--- src/rtl/viterbi_pkg.sv ---
// Shared constants, types and helpers for the K=3, rate-1/2 (7,5) Viterbi decoder.
package viterbi_pkg;

    localparam int NUM_STATES = 4;
    localparam int K          = 3;
    localparam logic [K-1:0] G0 = 3'b111;
    localparam logic [K-1:0] G1 = 3'b101;

    // Trellis state {b1, b2}, b1 is the most recent input bit.
    typedef logic [1:0] state_t;

    typedef enum logic [1:0] {
        S_IDLE,
        S_ACS,
        S_TRACE
    } fsm_t;

    // Encoder output {c0, c1} when input u enters from state prev.
    function automatic logic [1:0] expected_sym(state_t prev, logic u);
        logic [K-1:0] taps;
        taps = {u, prev};
        return {^(taps & G0), ^(taps & G1)};
    endfunction

    // Hamming distance between two 2-bit symbols (0..2).
    function automatic logic [1:0] hamming2(logic [1:0] a, logic [1:0] b);
        logic [1:0] d;
        d = a ^ b;
        return {1'b0, d[1]} + {1'b0, d[0]};
    endfunction

endpackage

--- src/rtl/viterbi_acs_unit.sv ---
// One add-compare-select node: saturating adds of two candidate paths, keep the smaller.
module viterbi_acs_unit #(
    parameter int PM_W = 6
) (
    input  logic [PM_W-1:0] pm0,
    input  logic [PM_W-1:0] pm1,
    input  logic [1:0]      bm0,
    input  logic [1:0]      bm1,
    output logic [PM_W-1:0] pm_new,
    output logic            dec
);

    logic [PM_W:0]   sum0;
    logic [PM_W:0]   sum1;
    logic [PM_W-1:0] m0;
    logic [PM_W-1:0] m1;

    // Saturating candidate metrics; ties resolve to the p0 branch.
    always_comb begin
        sum0   = {1'b0, pm0} + {{(PM_W-1){1'b0}}, bm0};
        sum1   = {1'b0, pm1} + {{(PM_W-1){1'b0}}, bm1};
        m0     = sum0[PM_W] ? '1 : sum0[PM_W-1:0];
        m1     = sum1[PM_W] ? '1 : sum1[PM_W-1:0];
        dec    = (m1 < m0);
        pm_new = dec ? m1 : m0;
    end

endmodule

--- src/rtl/viterbi_acs_traceback.sv ---
// Hard-decision Viterbi core: per-symbol ACS over 4 states, then serial traceback of one frame.
module viterbi_acs_traceback
    import viterbi_pkg::*;
#(
    parameter int FRAME_LEN = 8,
    parameter int PM_W      = 6
) (
    input  logic                 i_clk,
    input  logic                 i_rst_n,
    input  logic                 i_sym_valid,
    input  logic [1:0]           i_sym,
    output logic                 o_ready,
    output logic                 o_busy,
    output logic [FRAME_LEN-1:0] o_data,
    output logic                 o_valid
);

    localparam int CNT_W = $clog2(FRAME_LEN);
    localparam logic [CNT_W-1:0] LAST    = CNT_W'(FRAME_LEN - 1);
    localparam logic [PM_W-1:0]  PM_INIT = {2'b01, {(PM_W-2){1'b0}}};

    fsm_t                  state_q, state_d;
    logic [PM_W-1:0]       pm_q   [NUM_STATES];
    logic [PM_W-1:0]       pm_new [NUM_STATES];
    logic [NUM_STATES-1:0] dec_new;
    logic [NUM_STATES-1:0] surv_q [FRAME_LEN];
    logic [CNT_W-1:0]      sym_cnt_q;
    logic [CNT_W-1:0]      trace_cnt_q;
    logic [CNT_W-1:0]      t_idx;
    state_t                tb_state_q;
    state_t                best_state;
    state_t                cur_state;
    logic [PM_W-1:0]       best_pm;
    logic [FRAME_LEN-2:0]  bits_q;
    logic                  accept;
    logic                  trace_last;
    logic                  surv_bit;

    assign o_ready    = (state_q != S_TRACE);
    assign o_busy     = (state_q != S_IDLE);
    assign accept     = i_sym_valid & o_ready;
    assign trace_last = (state_q == S_TRACE) && (trace_cnt_q == LAST);

    // Four ACS nodes; next state ns has predecessors {ns[0],0} and {ns[0],1} with input ns[1].
    for (genvar ns = 0; ns < NUM_STATES; ns++) begin : g_acs
        localparam state_t P0 = state_t'((ns % 2) * 2);
        localparam state_t P1 = state_t'((ns % 2) * 2 + 1);
        localparam logic   U  = 1'(ns / 2);
        logic [1:0] bm0;
        logic [1:0] bm1;
        assign bm0 = hamming2(i_sym, expected_sym(P0, U));
        assign bm1 = hamming2(i_sym, expected_sym(P1, U));
        viterbi_acs_unit #(.PM_W(PM_W)) u_acs (
            .pm0    (pm_q[P0]),
            .pm1    (pm_q[P1]),
            .bm0    (bm0),
            .bm1    (bm1),
            .pm_new (pm_new[ns]),
            .dec    (dec_new[ns])
        );
    end

    // Traceback start state: smallest path metric, lowest index on ties.
    always_comb begin
        // NOTE: every combinational output gets a default first so no path leaves it unassigned (no latch).
        best_state = '0;
        best_pm    = pm_q[0];
        for (int s = 1; s < NUM_STATES; s++) begin
            if (pm_q[s] < best_pm) begin
                best_pm    = pm_q[s];
                best_state = state_t'(s);
            end
        end
    end

    assign cur_state = (trace_cnt_q == '0) ? best_state : tb_state_q;
    assign t_idx     = LAST - trace_cnt_q;
    assign surv_bit  = surv_q[t_idx][cur_state];

    // FSM state register.
    always_ff @(posedge i_clk or negedge i_rst_n) begin
        // NOTE: sequential state uses non-blocking assignments so all flops update from pre-edge values.
        if (!i_rst_n) state_q <= S_IDLE;
        else          state_q <= state_d;
    end

    // FSM next-state: frame of accepted symbols, then FRAME_LEN traceback cycles.
    always_comb begin
        state_d = state_q;
        case (state_q)
            S_IDLE, S_ACS: if (accept) state_d = (sym_cnt_q == LAST) ? S_TRACE : S_ACS;
            S_TRACE:       if (trace_cnt_q == LAST) state_d = S_IDLE;
            default:       state_d = S_IDLE;
        endcase
    end

    // Path metrics, counters, traceback walk and decoded-word output.
    always_ff @(posedge i_clk or negedge i_rst_n) begin
        if (!i_rst_n) begin
            pm_q[0]     <= '0;
            for (int s = 1; s < NUM_STATES; s++) pm_q[s] <= PM_INIT;
            sym_cnt_q   <= '0;
            trace_cnt_q <= '0;
            tb_state_q  <= '0;
            bits_q      <= '0;
            o_data      <= '0;
            o_valid     <= 1'b0;
        end else begin
            o_valid <= trace_last;
            if (accept) begin
                pm_q      <= pm_new;
                sym_cnt_q <= (sym_cnt_q == LAST) ? '0 : sym_cnt_q + 1'b1;
            end else if (trace_last) begin
                pm_q[0] <= '0;
                for (int s = 1; s < NUM_STATES; s++) pm_q[s] <= PM_INIT;
            end
            if (state_q == S_TRACE) begin
                trace_cnt_q <= trace_last ? '0 : trace_cnt_q + 1'b1;
                tb_state_q  <= {cur_state[0], surv_bit};
                bits_q      <= {cur_state[1], bits_q[FRAME_LEN-2:1]};
                if (trace_last) o_data <= {cur_state[1], bits_q};
            end
        end
    end

    // Survivor store: one decision bit per state per step, overwritten by the next frame.
    always_ff @(posedge i_clk) begin
        // NOTE: the survivor store has no reset; every entry is written before traceback reads it.
        if (accept) surv_q[sym_cnt_q] <= dec_new;
    end

endmodule

--- config.mk ---
export PLATFORM = sky130hd
export DESIGN_NAME = viterbi_acs_traceback
export DESIGN_NICKNAME = d
export VERILOG_FILES = /design/src/rtl/viterbi_pkg.sv /design/src/rtl/viterbi_acs_unit.sv /design/src/rtl/viterbi_acs_traceback.sv
export SDC_FILE = /design/constraint.sdc
export NUM_CORES = 1
export LEC_CHECK = 0
export ABC_AREA = 1
export ABC_CLOCK_PERIOD_IN_PS = 5290
export BUFFER_PORTS_ARGS = -buffer_cell sky130_fd_sc_hd__buf_2
export CAP_MARGIN = 15
export CELL_PAD_IN_SITES_DETAIL_PLACEMENT = 0
export CELL_PAD_IN_SITES_GLOBAL_PLACEMENT = 1
export CORE_ASPECT_RATIO = 1.25
export CORE_MARGIN = 3
export CORE_UTILIZATION = 45
export CTS_CLUSTER_SIZE = 20
export DETAILED_ROUTE_END_ITERATION = 6
export PLACE_DENSITY = 0.78
export SLEW_MARGIN = 25
export SYNTH_ARGS = -nofsm -noshare
export SYNTH_HDL_FRONTEND = slang
export SYNTH_SLANG_ARGS = --single-unit
--- constraint.sdc ---
create_clock -name i_clk -period 5.29 [get_ports i_clk]
set_clock_uncertainty 0.1 [all_clocks]
set_input_delay 0.7935 -clock i_clk [delete_from_list [all_inputs] [get_ports i_clk]]
set_output_delay 0.7935 -clock i_clk [all_outputs]
set_load 0.005 [all_outputs]
==> run_results.csv <==
group,metric,value,unit
global_routing,first_global_vias,4784,
finish,fillers,1247,
worst_setup_path,cp_data_required_time,5470,ps
synthesis,biggest_area_consumer_among_synthesized_cells,"sky130_fd_sc_hd__dfrtp_1",
finish,layout.cells.non_filler,888,
synthesis,seq_area_frac_synth,38.88,%
finish,final_antenna_diode_count,0,
die,ioPinCount,16,
timing,hold_slack,366.9,ps
timing,final-hold-violation-count,0,
timing,timing.max_slew.rel_slack,44.94,%
die,core.rowCount,45,
worst_setup_path,crit_arrival,4630,ps
detailed_routing,drt-vias-per-instance,5.355,
die,initial_utilization,46.43,%
cts,cts_sinks,82,
timing,fin_crit,4453,ps
placement,numPlacedInstances,872,
detailed_routing,routed_length_per_placed_instance,16.32,um
synthesis,synthArstFlopShare,60.98,%
cts,htreeDepth,3,
synthesis,synth_ff_type,"sky130_fd_sc_hd__dfrtp_1",
synthesis,syn_area,0.005699,sq mm
detailed_routing,detail_route.drc_violations,0,
finish,syn_to_final_growth,9.177,%
flow_run,max_cap_violations,0,
worst_setup_path,cp_common_cell,"sky130_fd_sc_hd__nand2_1",
timing,totalNegativeSetupSlack,0,ps
global_routing,grt_antenna_before_repair,0,
placement,hpwlAfterDp,11120,um
synthesis,synth_most_common_cell,"sky130_fd_sc_hd__nand2_1",
die,die_h,131.8,um
detailed_routing,drt-pass1-iter-count,4,
synthesis,netlist_top_cells_area,"sky130_fd_sc_hd__dfrtp_1 21%, sky130_fd_sc_hd__edfxtp_1 17%, sky130_fd_sc_hd__ha_1 12%, sky130_fd_sc_hd__nand2_1 9.2%, sky130_fd_sc_hd__o21ai_0 8.3%",
worst_setup_path,worstPathMaxFanout,12,
cts,clock_tree_from_tritoncts,"done",
synthesis,synth_edf_count,32,
placement,gp_congestion,0.8951,
worst_setup_path,worst_path_max_delay_cell,"sky130_fd_sc_hd__dfrtp_1",
timing,min_period_over_period,84.17,%
global_routing,grt_first_pass_wirelength,24110,um
timing,maxSlewViolCount,0,
synthesis,synthCells,707,
synthesis,synth.ff_latch_count,82,
detailed_routing,drt_first_iter_violations,306,
cts,cts_hold_buf,0,
detailed_routing,postRouteWirelength,14490,um
worst_hold_path,min-delay-path-class,"flop to flop",
finish,layout-drive-gt1-share,8.840,%
cts,cts_buffers,9,
cts,clk_path_buf_depth,2,
synthesis,synth_largest_type_area_fraction,20.64,%
cts,post_cts.resized_instances,0,
global_routing,global_route.overflow_total,0,
worst_setup_path,endpoint_type_of_the_worst_setup_path,"flop",
detailed_routing,routed-via-count,4755,
cts,postCtsSetupRepairBufs,0,
timing,finalSetupViolCount,0,
synthesis,synth.distinct_cells,44,
die,coreArea,0.01227,sq mm
global_routing,track_usage,21.51,%
synthesis,synthesis.yosys.warnings,0,
run_status,run_status,"completed",
cts,worst_skew_pair.late_latency,340,ps
die,die_width,106.7,um
timing,timing.fmax,224.6,MHz
die,fp.dieArea,0.01406,sq mm
placement,place.port_buffers,15,
cts,cts_root_buffer,"sky130_fd_sc_hd__clkbuf_16",
synthesis,postSynthAreaPerCell,8.061,sq um
timing,setup_repair_after_global_routing_missed_its_margin,"false",
worst_setup_path,setup.worst_path.class,"flop to flop",
finish,fin_nets,788,
global_routing,grt_max_degree,51,
detailed_routing,route.antenna.remaining_nets,0,
cts,clkTransAtPathRegs,70,ps
synthesis,synthesis.nets,776,
worst_setup_path,cp_slowest_stage_delay,350,ps
timing,worstMarginPinSlew,823.9,ps
synthesis,synth_commonest_cells,"139 x sky130_fd_sc_hd__nand2_1, 95 x sky130_fd_sc_hd__o21ai_0, 86 x sky130_fd_sc_hd__inv_1, 75 x sky130_fd_sc_hd__nor2_1, 56 x sky130_fd_sc_hd__ha_1",
worst_setup_path,cp-start-kind,"flop",
[final cells by class]
class / count / area (sq um) / area share [%]
Clock inverter: 7 / 75.07 / 1.207
Tap cell: 164 / 205.2 / 3.298
Clock buffer: 9 / 225.2 / 3.620
Inverter: 97 / 370.4 / 5.952
Timing Repair Buffer: 17 / 90.09 / 1.448
Multi-Input combinational cell: 512 / 3040 / 48.86
Sequential cell: 82 / 2216 / 35.61
[path summary, 6_finish.rpt]
kind | cells after the start | start | slack (ps) | to
min reg2reg | 2 | o_data[2] | 370 | o_data[2]
min | 2 | o_data[2] | 370 | o_data[2]
min in group asynchronous | 2 | i_rst_n | 460 | bits_q[4]
max | 25 | pm_q[22] | 840 | tb_state_q[0]
max reg2reg | 25 | pm_q[22] | 840 | tb_state_q[0]
max in group asynchronous | 2 | i_rst_n | 4170 | pm_q[20]
[routing by layer]
layer	part of all wire, %	routed length, um	GRT usage [%]
met2	51	7390	37.46
met4	2.0	295	7.249
met1	44	6383	27.26
met5	0	0	0
met3	2.9	420	2.940
[placed cells by master, fill, tap and decap left out, types with 8 or more instances in the layout]
master	n
sky130_fd_sc_hd__clkbuf_16	9
sky130_fd_sc_hd__ha_1	56
sky130_fd_sc_hd__nor2_1	75
sky130_fd_sc_hd__edfxtp_1	32
sky130_fd_sc_hd__fa_1	8
sky130_fd_sc_hd__o21ai_0	95
sky130_fd_sc_hd__inv_1	86
sky130_fd_sc_hd__dfrtp_1	47
sky130_fd_sc_hd__nor3_1	13
sky130_fd_sc_hd__buf_2	15
sky130_fd_sc_hd__o22ai_1	11
sky130_fd_sc_hd__nand3_1	20
sky130_fd_sc_hd__nand2_1	139
sky130_fd_sc_hd__a21oi_1	38
[logic make-up after synthesis]
logic type	after synthesis	synth area share, %
adder cells (fa/ha/maj)	64	15.10
flip-flops	82	38.88
XOR/XNOR	6	0.9221
AND/OR/NAND/NOR	266	19.91
buffers and inverters	113	7.772
AO/OA/AOI/OAI	176	17.41
[sequential cells by signal, indices dropped and copies added (netlist names)]
name,flops
state_q,2
sym_cnt_q,3
bits_q,7
surv_q,32
tb_state_q,2
trace_cnt_q,3
o_valid,1
pm_q,24
o_data,8
[worst max-delay path: cells and delay by family (launching register included)]
kind                     cells  cell delay [ps]
AO/OA/AOI/OAI                7             1510
adder cells (fa/ha/maj)      3              930
buffers and inverters        2              280
flip-flops                   1              350
AND/OR/NAND/NOR             13             1210
[stage by stage]
stage	setup slack [ps]	cell area (sq um)	utilization (%)
floorplan	1390	5699	-
global placement	864.6	5922	48.25
detailed placement	811.4	5922	48.25
CTS	777.5	6222	50.69
global route	404.1	6222	50.69
finish	837.3	6222	50.69
Power is not shown: default switching activity piles up to over one toggle a cycle in this logic, so the estimate is an artifact.
